### src/rtl/conv_sa_ctrl_pkg.sv
// Shared constants for the systolic-array convolution controller: array shape,
// FSM state encoding and skew-line bit layout.
package conv_sa_ctrl_pkg;

    localparam int CONV_M  = 32;
    localparam int CONV_P  = 16;
    localparam int CONV_NB = CONV_M / 8;

    localparam int STATE_W = 3;
    localparam logic [2:0] S_IDLE   = 3'd0;
    localparam logic [2:0] S_RST    = 3'd1;
    localparam logic [2:0] S_STREAM = 3'd2;
    localparam logic [2:0] S_FLUSH  = 3'd3;
    localparam logic [2:0] S_DRAIN  = 3'd4;
    localparam logic [2:0] S_POST   = 3'd5;
    localparam logic [2:0] S_DONE   = 3'd6;

    // Bit positions of the row-0 events carried down the skew line.
    localparam int SKEW_W   = 2;
    localparam int SK_RST   = 0;
    localparam int SK_FLUSH = 1;

    // A single block still needs a 1-bit select port.
    function automatic int sel_width(input int nb);
        return (nb > 1) ? $clog2(nb) : 1;
    endfunction

endpackage

### src/rtl/conv_sa_ctrl_skew.sv
// Parameterised shift register; tap i holds the input delayed i+1 cycles.
module conv_sa_ctrl_skew #(
    parameter int DEPTH = 8,
    parameter int WIDTH = 1
) (
    input  logic                         clk,
    input  logic                         rst,
    input  logic [WIDTH-1:0]             din,
    output logic [DEPTH-1:0][WIDTH-1:0]  taps
);

    always_ff @(posedge clk or posedge rst) begin
        if (rst) begin
            taps <= '0;
        end else begin
            taps[0] <= din;
            for (int i = 1; i < DEPTH; i++) begin
                taps[i] <= taps[i-1];
            end
        end
    end

endmodule

### src/rtl/conv_sa_ctrl.sv
// Sequencer for an M-row systolic array: streams rounds of vectors, skews the
// row reset/flush flags, tracks per-block psum write pointers and runs post-processing.
module conv_sa_ctrl
    import conv_sa_ctrl_pkg::*;
#(
    parameter int M = CONV_M,
    parameter int P = CONV_P
) (
    input  logic                        clk,
    input  logic                        rst,
    // Job handshake: a job is accepted on any cycle with start_vld && start_rdy;
    // start_rdy depends only on state, never on start_vld.
    input  logic                        start_vld,
    output logic                        start_rdy,
    input  logic [15:0]                 n_vec,
    input  logic [7:0]                  n_rnd,
    output logic                        x_rd_en,
    output logic [M-1:0]                mat_rst,
    output logic [M-1:0]                mat_flush,
    output logic [M/8-1:0]              mat_psum_vld,
    output logic [M/8-1:0]              mat_psum_last_rnd,
    output logic [M/8*3-1:0]            mat_psum_wr_addr,
    output logic [M/8*3-1:0]            mat_psum_prefetch_addr,
    output logic                        post_rstp,
    output logic [sel_width(M/8)-1:0]   post_sel,
    output logic                        busy,
    output logic                        done,
    output logic [STATE_W-1:0]          dbg_state
);

    localparam int NB    = M / 8;
    localparam int SEL_W = sel_width(NB);

    logic [STATE_W-1:0]          state;
    logic [15:0]                 phase_cnt;
    logic [7:0]                  rnd_cnt;
    logic [15:0]                 n_vec_q;
    logic [7:0]                  n_rnd_q;
    logic                        accept;
    logic [M-1:0][SKEW_W-1:0]    sk_taps;
    logic [NB-1:0][7:0]          blk_rnd;

    assign accept    = start_vld && (state == S_IDLE);
    assign start_rdy = (state == S_IDLE);
    assign busy      = (state != S_IDLE);
    assign x_rd_en   = (state == S_STREAM);
    assign post_rstp = (state == S_POST) && (phase_cnt == 16'd0);
    assign done      = (state == S_DONE);

    // phase_cnt is shared: vectors in STREAM, drain cycles in DRAIN, steps in POST.
    always_ff @(posedge clk or posedge rst) begin
        if (rst) begin
            state     <= S_IDLE;
            phase_cnt <= '0;
            rnd_cnt   <= '0;
            n_vec_q   <= '0;
            n_rnd_q   <= '0;
        end else begin
            case (state)
                S_IDLE: begin
                    if (start_vld) begin
                        state     <= S_RST;
                        phase_cnt <= '0;
                        rnd_cnt   <= '0;
                        n_vec_q   <= (n_vec == 16'd0) ? 16'd1 : n_vec;
                        n_rnd_q   <= (n_rnd == 8'd0) ? 8'd1 : n_rnd;
                    end
                end
                S_RST: begin
                    state     <= S_STREAM;
                    phase_cnt <= '0;
                end
                S_STREAM: begin
                    if (phase_cnt == n_vec_q - 16'd1) begin
                        state     <= S_FLUSH;
                        phase_cnt <= '0;
                    end else begin
                        phase_cnt <= phase_cnt + 16'd1;
                    end
                end
                S_FLUSH: begin
                    if (rnd_cnt == n_rnd_q - 8'd1) begin
                        state     <= S_DRAIN;
                        phase_cnt <= '0;
                    end else begin
                        state   <= S_RST;
                        rnd_cnt <= rnd_cnt + 8'd1;
                    end
                end
                S_DRAIN: begin
                    if (phase_cnt == 16'(M + 7)) begin
                        state     <= S_POST;
                        phase_cnt <= '0;
                    end else begin
                        phase_cnt <= phase_cnt + 16'd1;
                    end
                end
                S_POST: begin
                    if (phase_cnt == 16'(NB)) begin
                        state     <= S_DONE;
                        phase_cnt <= '0;
                    end else begin
                        phase_cnt <= phase_cnt + 16'd1;
                    end
                end
                S_DONE:  state <= S_IDLE;
                default: state <= S_IDLE;
            endcase
        end
    end

    always_comb begin
        post_sel = '0;
        if ((state == S_POST) && (phase_cnt != 16'd0)) begin
            post_sel = SEL_W'(phase_cnt - 16'd1);
        end
    end

    conv_sa_ctrl_skew #(
        .DEPTH(M),
        .WIDTH(SKEW_W)
    ) u_skew (
        .clk  (clk),
        .rst  (rst),
        .din  ({(state == S_FLUSH), (state == S_RST)}),
        .taps (sk_taps)
    );

    for (genvar r = 0; r < M; r++) begin : g_row
        assign mat_rst[r]   = sk_taps[r][SK_RST];
        assign mat_flush[r] = sk_taps[r][SK_FLUSH];
    end

    // Block b's psum is complete when the flush leaves its last row (8b+7).
    // Each block counts its own pulses; the low 3 bits are the write pointer.
    for (genvar b = 0; b < NB; b++) begin : g_blk
        assign mat_psum_vld[b]              = sk_taps[8*b+7][SK_FLUSH];
        assign mat_psum_last_rnd[b]         = mat_psum_vld[b] && (blk_rnd[b] == n_rnd_q - 8'd1);
        assign mat_psum_wr_addr[3*b +: 3]       = blk_rnd[b][2:0];
        assign mat_psum_prefetch_addr[3*b +: 3] = blk_rnd[b][2:0] + 3'd1;
    end

    always_ff @(posedge clk or posedge rst) begin
        if (rst) begin
            blk_rnd <= '0;
        end else if (accept) begin
            blk_rnd <= '0;
        end else begin
            for (int b = 0; b < NB; b++) begin
                if (mat_psum_vld[b]) begin
                    blk_rnd[b] <= blk_rnd[b] + 8'd1;
                end
            end
        end
    end

    // The debug tap is only meaningful for a real array with columns.
    if (P > 0) begin : g_dbg
        assign dbg_state = state;
    end else begin : g_no_dbg
        assign dbg_state = '0;
    end

endmodule
### config.mk
export PLATFORM = sky130hd
export DESIGN_NAME = conv_sa_ctrl
export DESIGN_NICKNAME = d
export VERILOG_FILES = /design/src/rtl/conv_sa_ctrl_pkg.sv /design/src/rtl/conv_sa_ctrl_skew.sv /design/src/rtl/conv_sa_ctrl.sv
export SDC_FILE = /design/constraint.sdc
export NUM_CORES = 1
export LEC_CHECK = 0
export BUFFER_PORTS_ARGS = -buffer_cell sky130_fd_sc_hd__buf_2
export CAP_MARGIN = 40
export CORE_MARGIN = 1.5
export CORE_UTILIZATION = 56
export CTS_BUF_LIST = sky130_fd_sc_hd__clkbuf_16
export DETAILED_ROUTE_END_ITERATION = 8
export PLACE_DENSITY = 0.92
export SLEW_MARGIN = 20
export SYNTH_ARGS = -nofsm -noshare
export SYNTH_HDL_FRONTEND = slang
export SYNTH_SLANG_ARGS = --single-unit
### constraint.sdc
create_clock -name clk -period 5.2 [get_ports clk]
set_input_delay 0.26 -clock clk [delete_from_list [all_inputs] [get_ports clk]]
set_output_delay 0.26 -clock clk [all_outputs]
set_load 0.03 [all_outputs]
==> results of run 1 <==
## where the power goes
group          leakage [nW]  total, mW  internal [mW]  switching [mW]
combinational          1.81       2.54          0.845            1.69
sequential             1.92       2.01           1.53           0.477
clock                 0.285       1.20          0.680           0.520
## cells in the final DEF (no fill, tap or decap), types with 3 or more instances in the layout
| cell type | Yosys | final |
|---|---|---|
| nand2b_1 | 6 | 6 |
| buf_2 | 1 | 133 |
| and2_1 | 4 | 3 |
| inv_6 | 0 | 11 |
| nor3_1 | 17 | 17 |
| or3_1 | 10 | 10 |
| nor4_1 | 21 | 21 |
| xor2_1 | 45 | 45 |
| nand4_1 | 22 | 22 |
| o31ai_1 | 8 | 8 |
| or4_1 | 13 | 13 |
| xnor2_1 | 46 | 46 |
| ha_1 | 9 | 9 |
| buf_4 | 17 | 3 |
| a211o_1 | 5 | 5 |
| inv_1 | 23 | 22 |
| a211oi_1 | 7 | 7 |
| clkbuf_16 | 0 | 17 |
| and3_1 | 12 | 12 |
| o21ai_0 | 29 | 29 |
| nor2b_1 | 3 | 3 |
| nor2_1 | 52 | 52 |
| o41ai_1 | 3 | 3 |
| nand2_1 | 100 | 100 |
| nor3b_1 | 3 | 3 |
| mux2i_1 | 5 | 5 |
| nand3_1 | 14 | 14 |
| dfrtp_1 | 147 | 147 |
| a21oi_1 | 16 | 16 |
## cells by family after synthesis
| logic type | count (synthesis) |
|---|---|
| multiplexers | 5 |
| XOR/XNOR | 92 |
| adder cells (fa/ha/maj) | 9 |
| AND/OR/NAND/NOR | 292 |
| AO/OA/AOI/OAI | 90 |
| buffers and inverters | 78 |
| flip-flops | 147 |
## per-stage QoR
stage	area, sq um	power, mW
2_1_floorplan	7111	3.928
3_3_place_gp	7724	4.444
3_5_place_dp	7751	4.530
4_1_cts	8343	5.774
5_1_grt	8348	6.096
6_report	8348	5.750
## sequential cells by signal (all words and copies together) (netlist names)
name,cells
u_skew.taps,64
n_rnd_q,8
blk_rnd,20
dbg_state,3
n_vec_q,16
phase_cnt,16
mat_psum_wr_addr,12
rnd_cnt,8
## metal layers
layer,vias to the layer above,routed length [microns],part of all wire,GRT usage
li1,2670,-,-,-
met1,2763,6526,0.41,0.3152
met2,219,8106,0.51,0.4268
met3,18,1101,0.069,0.06904
met4,0,216,0.014,0.09350
met5,-,0,0,0
## final cells by class
class	instances	area, sq um	area share
multi-input combinational	488	3060	0.3666
timing repair buffer	138	725.7	0.08693
sequential	147	3679	0.4406
tap	168	210.2	0.02518
clock buffer	17	425.4	0.05096
inverter	23	91.34	0.01094
clock inverter	15	156.4	0.01874
## repair_timing
action | 4_1_cts | 5_1_grt
hold buffers | 1 | 0
endpoints found under the setup margin | 0 | 0
endpoints found under the hold margin | 51 | 0
## cell usage after synthesis, types with 3 or more instances
cell type	number
inv_1	23
o21ai_0	29
nand2b_1	6
a21oi_1	16
or4_1	13
o31ai_1	8
xnor2_1	46
or3_1	10
nand4_1	22
dfrtp_1	147
and2_1	4
and3_1	12
nor2_1	52
a211o_1	5
nand3_1	14
nor2b_1	3
o41ai_1	3
nand2_1	100
mux2i_1	5
ha_1	9
xor2_1	45
clkbuf_1	34
nor3_1	17
nor4_1	21
buf_4	17
nor3b_1	3
a211oi_1	7
## final timing paths
check                           startpoint              endpoint  slack, ns  cells past startpoint
max reg2reg                     n_rnd_q[0]         phase_cnt[14]       1.51                     10
min                              n_vec[11]           n_vec_q[11]       0.04                      3
min reg2reg                u_skew.taps[33]       u_skew.taps[35]       0.37                      0
max in group asynchronous              rst   mat_psum_wr_addr[4]       3.86                      4
min in group asynchronous              rst       u_skew.taps[30]       0.43                      3
max                             n_rnd_q[0]  mat_psum_last_rnd[1]       1.37                      8
## tightest hold or removal path: cells and delay by family
family / cells / cell delay, ns
AND/OR/NAND/NOR: 2 / 0.08
buffers and inverters: 1 / 0.09
==> results.json, run 1 <==
{
  "clk_latency_ns": 0.42,
  "period_needed_ns": 3.833,
  "clockRootBuffer": "clkbuf_16",
  "drive_above_1_share": 0.2138,
  "hold_violations": 0,
  "vias": 5670,
  "synth_area_leaders": "dfrtp_1, xnor2_1, xor2_1, nand2_1, nor2_1",
  "start_kind": "flip-flop",
  "crit_path_max_incr_delay_ns": 0.56,
  "critPathMaxFanout": 11,
  "timing.final.crit_share": 0.7371,
  "worst_ep_arrival_time_ns": 3.57,
  "synthArstFlopShare": 1.000,
  "viasPerCell": 5.693,
  "start_util": 0.5823,
  "place_congestion": 0.9086,
  "area.growth.synth_to_final_pct": 17.40,
  "dieArea_sq_mm": 0.01338,
  "die_h_microns": 115.7,
  "cts_sinks": 147,
  "rsz0062_at_grt": "false",
  "drt-total-wl_microns": 15950,
  "tns_ns": 0,
  "post_cts_buffers": 0,
  "critPathSlowestCell": "or3b_1",
  "final_core_util": 0.6836,
  "max_freq_ghz": 0.2609,
  "endpoint_kind": "output pin",
  "synth-xor-area-share": 0.1153,
  "grt_pass1_vias": 5402,
  "drv_slew": 0,
  "ys_warn_count": 0,
  "first_pass_iters": 5,
  "grt_max_degree": 54,
  "cp_data_required_time_ns": 4.94,
  "io_buffer_count": 132,
  "hold_slack_ns": 0.03896,
  "skew_ns": 0.004892,
  "antenna_found_initial": 0,
  "critPathBufInv": 2,
  "overflow": 0,
  "synth_mux_area_frac": 0.007039,
  "clock_path_buffers": 2,
  "setup_viol": 0,
  "p_per_area_mw_per_mm2": 688.7,
  "crit_family": "simple AND/OR/NAND/NOR gates",
  "numCtsBuffers": 17,
  "synthSimpleGateAreaFrac": 0.2059,
  "ir_worst_vdd_v": 0.0004402,
  "slew_headroom": 0.5291,
  "yosys.area.top_type": "dfrtp_1",
  "syn_avg_cell_area_sq_um": 9.973,
  "worstSetupPathType": "flip-flop to output pin",
  "synth_top_family_by_area": "simple AND/OR/NAND/NOR gates",
  "place_worst_setup_slack_ns": 1.620,
  "syn_nets": 749,
  "yosysTopAreaCellShare": 0.5173,
  "die_w_microns": 115.7,
  "instances_no_fill": 996,
  "worstPathCellList": "inv_1 -> ha_1 -> or3b_1 -> xor2_1 -> xnor2_1 -> or4_1 -> a211oi_1 -> buf_2",
  "grt_usage": 0.2533,
  "p_leak_nw": 4.020,
  "wl_per_cell_microns": 16.01,
  "synth_edf_count": 0,
  "coreArea_sq_mm": 0.01221,
  "synth_area_sq_mm": 0.007111,
  "drt_iter0_drc": 400,
  "status": "completed",
  "ant_nets": 0,
  "grt_pass1_wl_microns": 26150,
  "finalWorstSetupSlack_ns": 1.367,
  "clkTransAtPathRegs_ns": 0.07,
  "boundaryPins": 133,
  "diodes": 0,
  "route.detailed.drc": 0,
  "maxCapViolCount": 0,
  "num-nets-final": 851,
  "ys_seq_area_frac": 0.5173,
  "synth-compound-area-share": 0.08622,
  "min_path_type": "input pin to flip-flop",
  "dpl.cell_count": 962,
  "fp-row-count": 40,
  "worst_pin_slew_ns": 0.7013,
  "dp_hpwl_microns": 10820,
  "nFillCells": 942,
  "synth-adder-area-share": 0.01584,
  "cts_max_level": 4,
  "ys_types": 60,
  "post_cts_resized": 0,
  "ys_ff_latch": 147,
  "ys.flop_type": "dfrtp_1",
  "synth_cells": 713,
  "cts_tree": "yes"
}
(Power assumes the default switching activity.)
==> inputs of run 2 (changes only) <==
Settings changed: CORE_UTILIZATION 56 to 50, PLACE_DENSITY 0.92 to 0.88.
Clock period 5.2 ns to 3.12 ns, I/O delays scaled along.
==> run 2 against run 1 <==
- sequential power rose by 62%
- total power rose by 78%
- critical path depth rose by 3
- routed wire length rose by 8.7%
- highest routed layer unchanged
- global-route usage fell by 0.89 points
- register-to-register slack got worse by 1.5 ns
- die area rose by 12%
- combinational power rose by 89%
==> results.json, run 2 (synthesis gave the netlist of run 1 again) <==
{
  "final_cell_mix": "dfrtp_1, buf_2, nand2_1",
  "comb_power_share": 0.469,
  "seqPwrFrac": 0.318,
  "critPathSlowestCell": "or4b_4",
  "switchingPower_mw": 4.626,
  "crit_family": "simple AND/OR/NAND/NOR gates",
  "cp_data_required_time_ns": 3.43,
  "clockRootBuffer": "clkbuf_16",
  "clkTransAtPathRegs_ns": 0.06,
  "setup_viol": 0,
  "skew_ns": 0.01188,
  "largest_reg_flops": 64,
  "status": "completed",
  "grt_max_degree": 133,
  "tns_ns": 0,
  "overflow": 0,
  "place_worst_setup_slack_ns": -0.03148,
  "num-nets-final": 907,
  "dpl_cell_area_sq_mm": 0.007958,
  "min_path_type": "input pin to flip-flop",
  "p_per_area_mw_per_mm2": 1136,
  "viasPerCell": 5.517,
  "dp_hpwl_microns": 11280,
  "worstSetupPathType": "flip-flop to flip-flop",
  "critPathBufInv": 3,
  "drive_above_1_share": 0.2647,
  "cts_max_level": 4,
  "max_freq_ghz": 0.3239,
  "reg_top3": "u_skew.taps: 64 flops, blk_rnd: 20 flops",
  "swShare": 0.4514,
  "clock_path_buffers": 2,
  "p_total_mw": 10.25,
  "ant_nets": 0,
  "nFillCells": 1090,
  "fp-row-count": 43,
  "dpl.cell_count": 997,
  "regMostFlops": "u_skew.taps",
  "clkPwrFrac": 0.213,
  "instances_no_fill": 1064,
  "io_buffer_count": 132,
  "p_leak_nw": 4.336,
  "drt_iter0_drc": 330,
  "grt_pass1_vias": 5779,
  "cts_sinks": 147,
  "maxCapViolCount": 0,
  "start_kind": "flip-flop",
  "final_core_util": 0.6498,
  "diodes": 0,
  "boundaryPins": 133,
  "drv_slew": 0,
  "endpoint_kind": "flip-flop",
  "vias": 5870,
  "hold_violations": 0,
  "slew_headroom": 0.5196,
  "worstPathCellList": "inv_2 -> ha_4 -> or4b_4 -> buf_4 -> o41ai_2 -> nand4_1 -> a2111oi_4 -> buf_4 -> or2_4 -> nor3_1 -> a211o_1",
  "worst_ep_arrival_time_ns": 3.40,
  "die_w_microns": 122.3,
  "period_needed_ns": 3.088,
  "hold_slack_ns": 0.01511,
  "wl_per_cell_microns": 16.29,
  "numCtsBuffers": 17,
  "clk_latency_ns": 0.42,
  "area.growth.synth_to_final_pct": 26.85,
  "route.detailed.drc": 0,
  "die_h_microns": 122.3,
  "critPathMaxFanout": 11,
  "first_pass_iters": 6,
  "timing.final.crit_share": 0.9897,
  "antenna_found_initial": 0,
  "worst_pin_slew_ns": 0.7207,
  "cell_internal_pwr_mw": 5.621,
  "ir_worst_vdd_v": 0.0007900,
  "final_cell_area_sq_mm": 0.009020,
  "grt_pass1_wl_microns": 28410,
  "drt-total-wl_microns": 17330,
  "start_util": 0.5123,
  "cts_tree": "yes",
  "crit_path_max_incr_delay_ns": 0.52,
  "grt_usage": 0.2444,
  "coreArea_sq_mm": 0.01388,
  "crit_top_cell": "buf_4",
  "finalWorstSetupSlack_ns": 0.03220,
  "layout_commonest_cell": "dfrtp_1",
  "dieArea_sq_mm": 0.01495,
  "place_congestion": 0.8938
}
run 2: cell count changes in the layout (fill, tap and decap cells not counted), moves of 5 or more:
cell / change
buf_4: +38
buf_2: -5
a211oi_1: -5
a211oi_2: +5
dlygate4sd3_1: +22
inv_6: -7
run 2: final cells by class:
cell class / instances / area, sq um / area share
Clock inverter: 15 / 206.4 / 0.02289
Sequential cell: 147 / 3681 / 0.4081
Inverter: 23 / 90.09 / 0.009988
Tap cell: 180 / 225.2 / 0.02497
Multi-Input combinational cell: 488 / 3173 / 0.3518
Timing Repair Buffer: 194 / 1219 / 0.1351
Clock buffer: 17 / 425.4 / 0.04716
run 2: worst reg2reg max path: cells and delay by family, from the launching register on:
family	cells	cell delay (ns)
DFF	1	0.44
AOI/OAI and AO/OA	3	0.94
and+or+nand+nor	4	0.97
adders and majority gates	1	0.16
buffers and inverters	3	0.47
run 2: final timing paths:
kind	depth (start not counted)	to	from	slack (ns)
min	3	n_rnd_q[1]	n_rnd[1]	0.02
min in group asynchronous	3	u_skew.taps[26]	rst	0.27
max	11	phase_cnt[5]	n_vec_q[0]	0.03
min reg2reg	0	u_skew.taps[59]	u_skew.taps[57]	0.37
max in group asynchronous	4	n_rnd_q[3]	rst	1.82
max reg2reg	11	phase_cnt[5]	n_vec_q[0]	0.03
run 2: what timing repair did:
item / in CTS / in global routing
gates resized for setup: 18 / 13
pin swaps: 0 / 5
hold endpoints to repair: 37 / 0
buffers inserted: 0 / 12
endpoints found under the setup margin: 12 / 18
cloned: 0 / 0
hold buffers: 23 / 0
run 2: power groups by stage:
| stage | Sequential [mW] | Clock [mW] | Combinational, mW |
|---|---|---|---|
| 6_report | 3.26 | 2.18 | 4.81 |
| 5_1_grt | 3.36 | 2.31 | 5.19 |
| 4_1_cts | 3.27 | 2.22 | 4.63 |
| 3_5_place_dp | 3.27 | 0 | 4.49 |
| 3_3_place_gp | 3.21 | 0 | 4.39 |
| 2_1_floorplan | 3.84 | 0 | 2.72 |
run 2: per-layer routing:
layer  up-vias  part of all wire  track usage
li1       2767                 -            -
met1      2831              0.41       0.2954
met2       237              0.51       0.4270
met3        35             0.059      0.06459
met4         0             0.025      0.07631
met5         -                 0            0
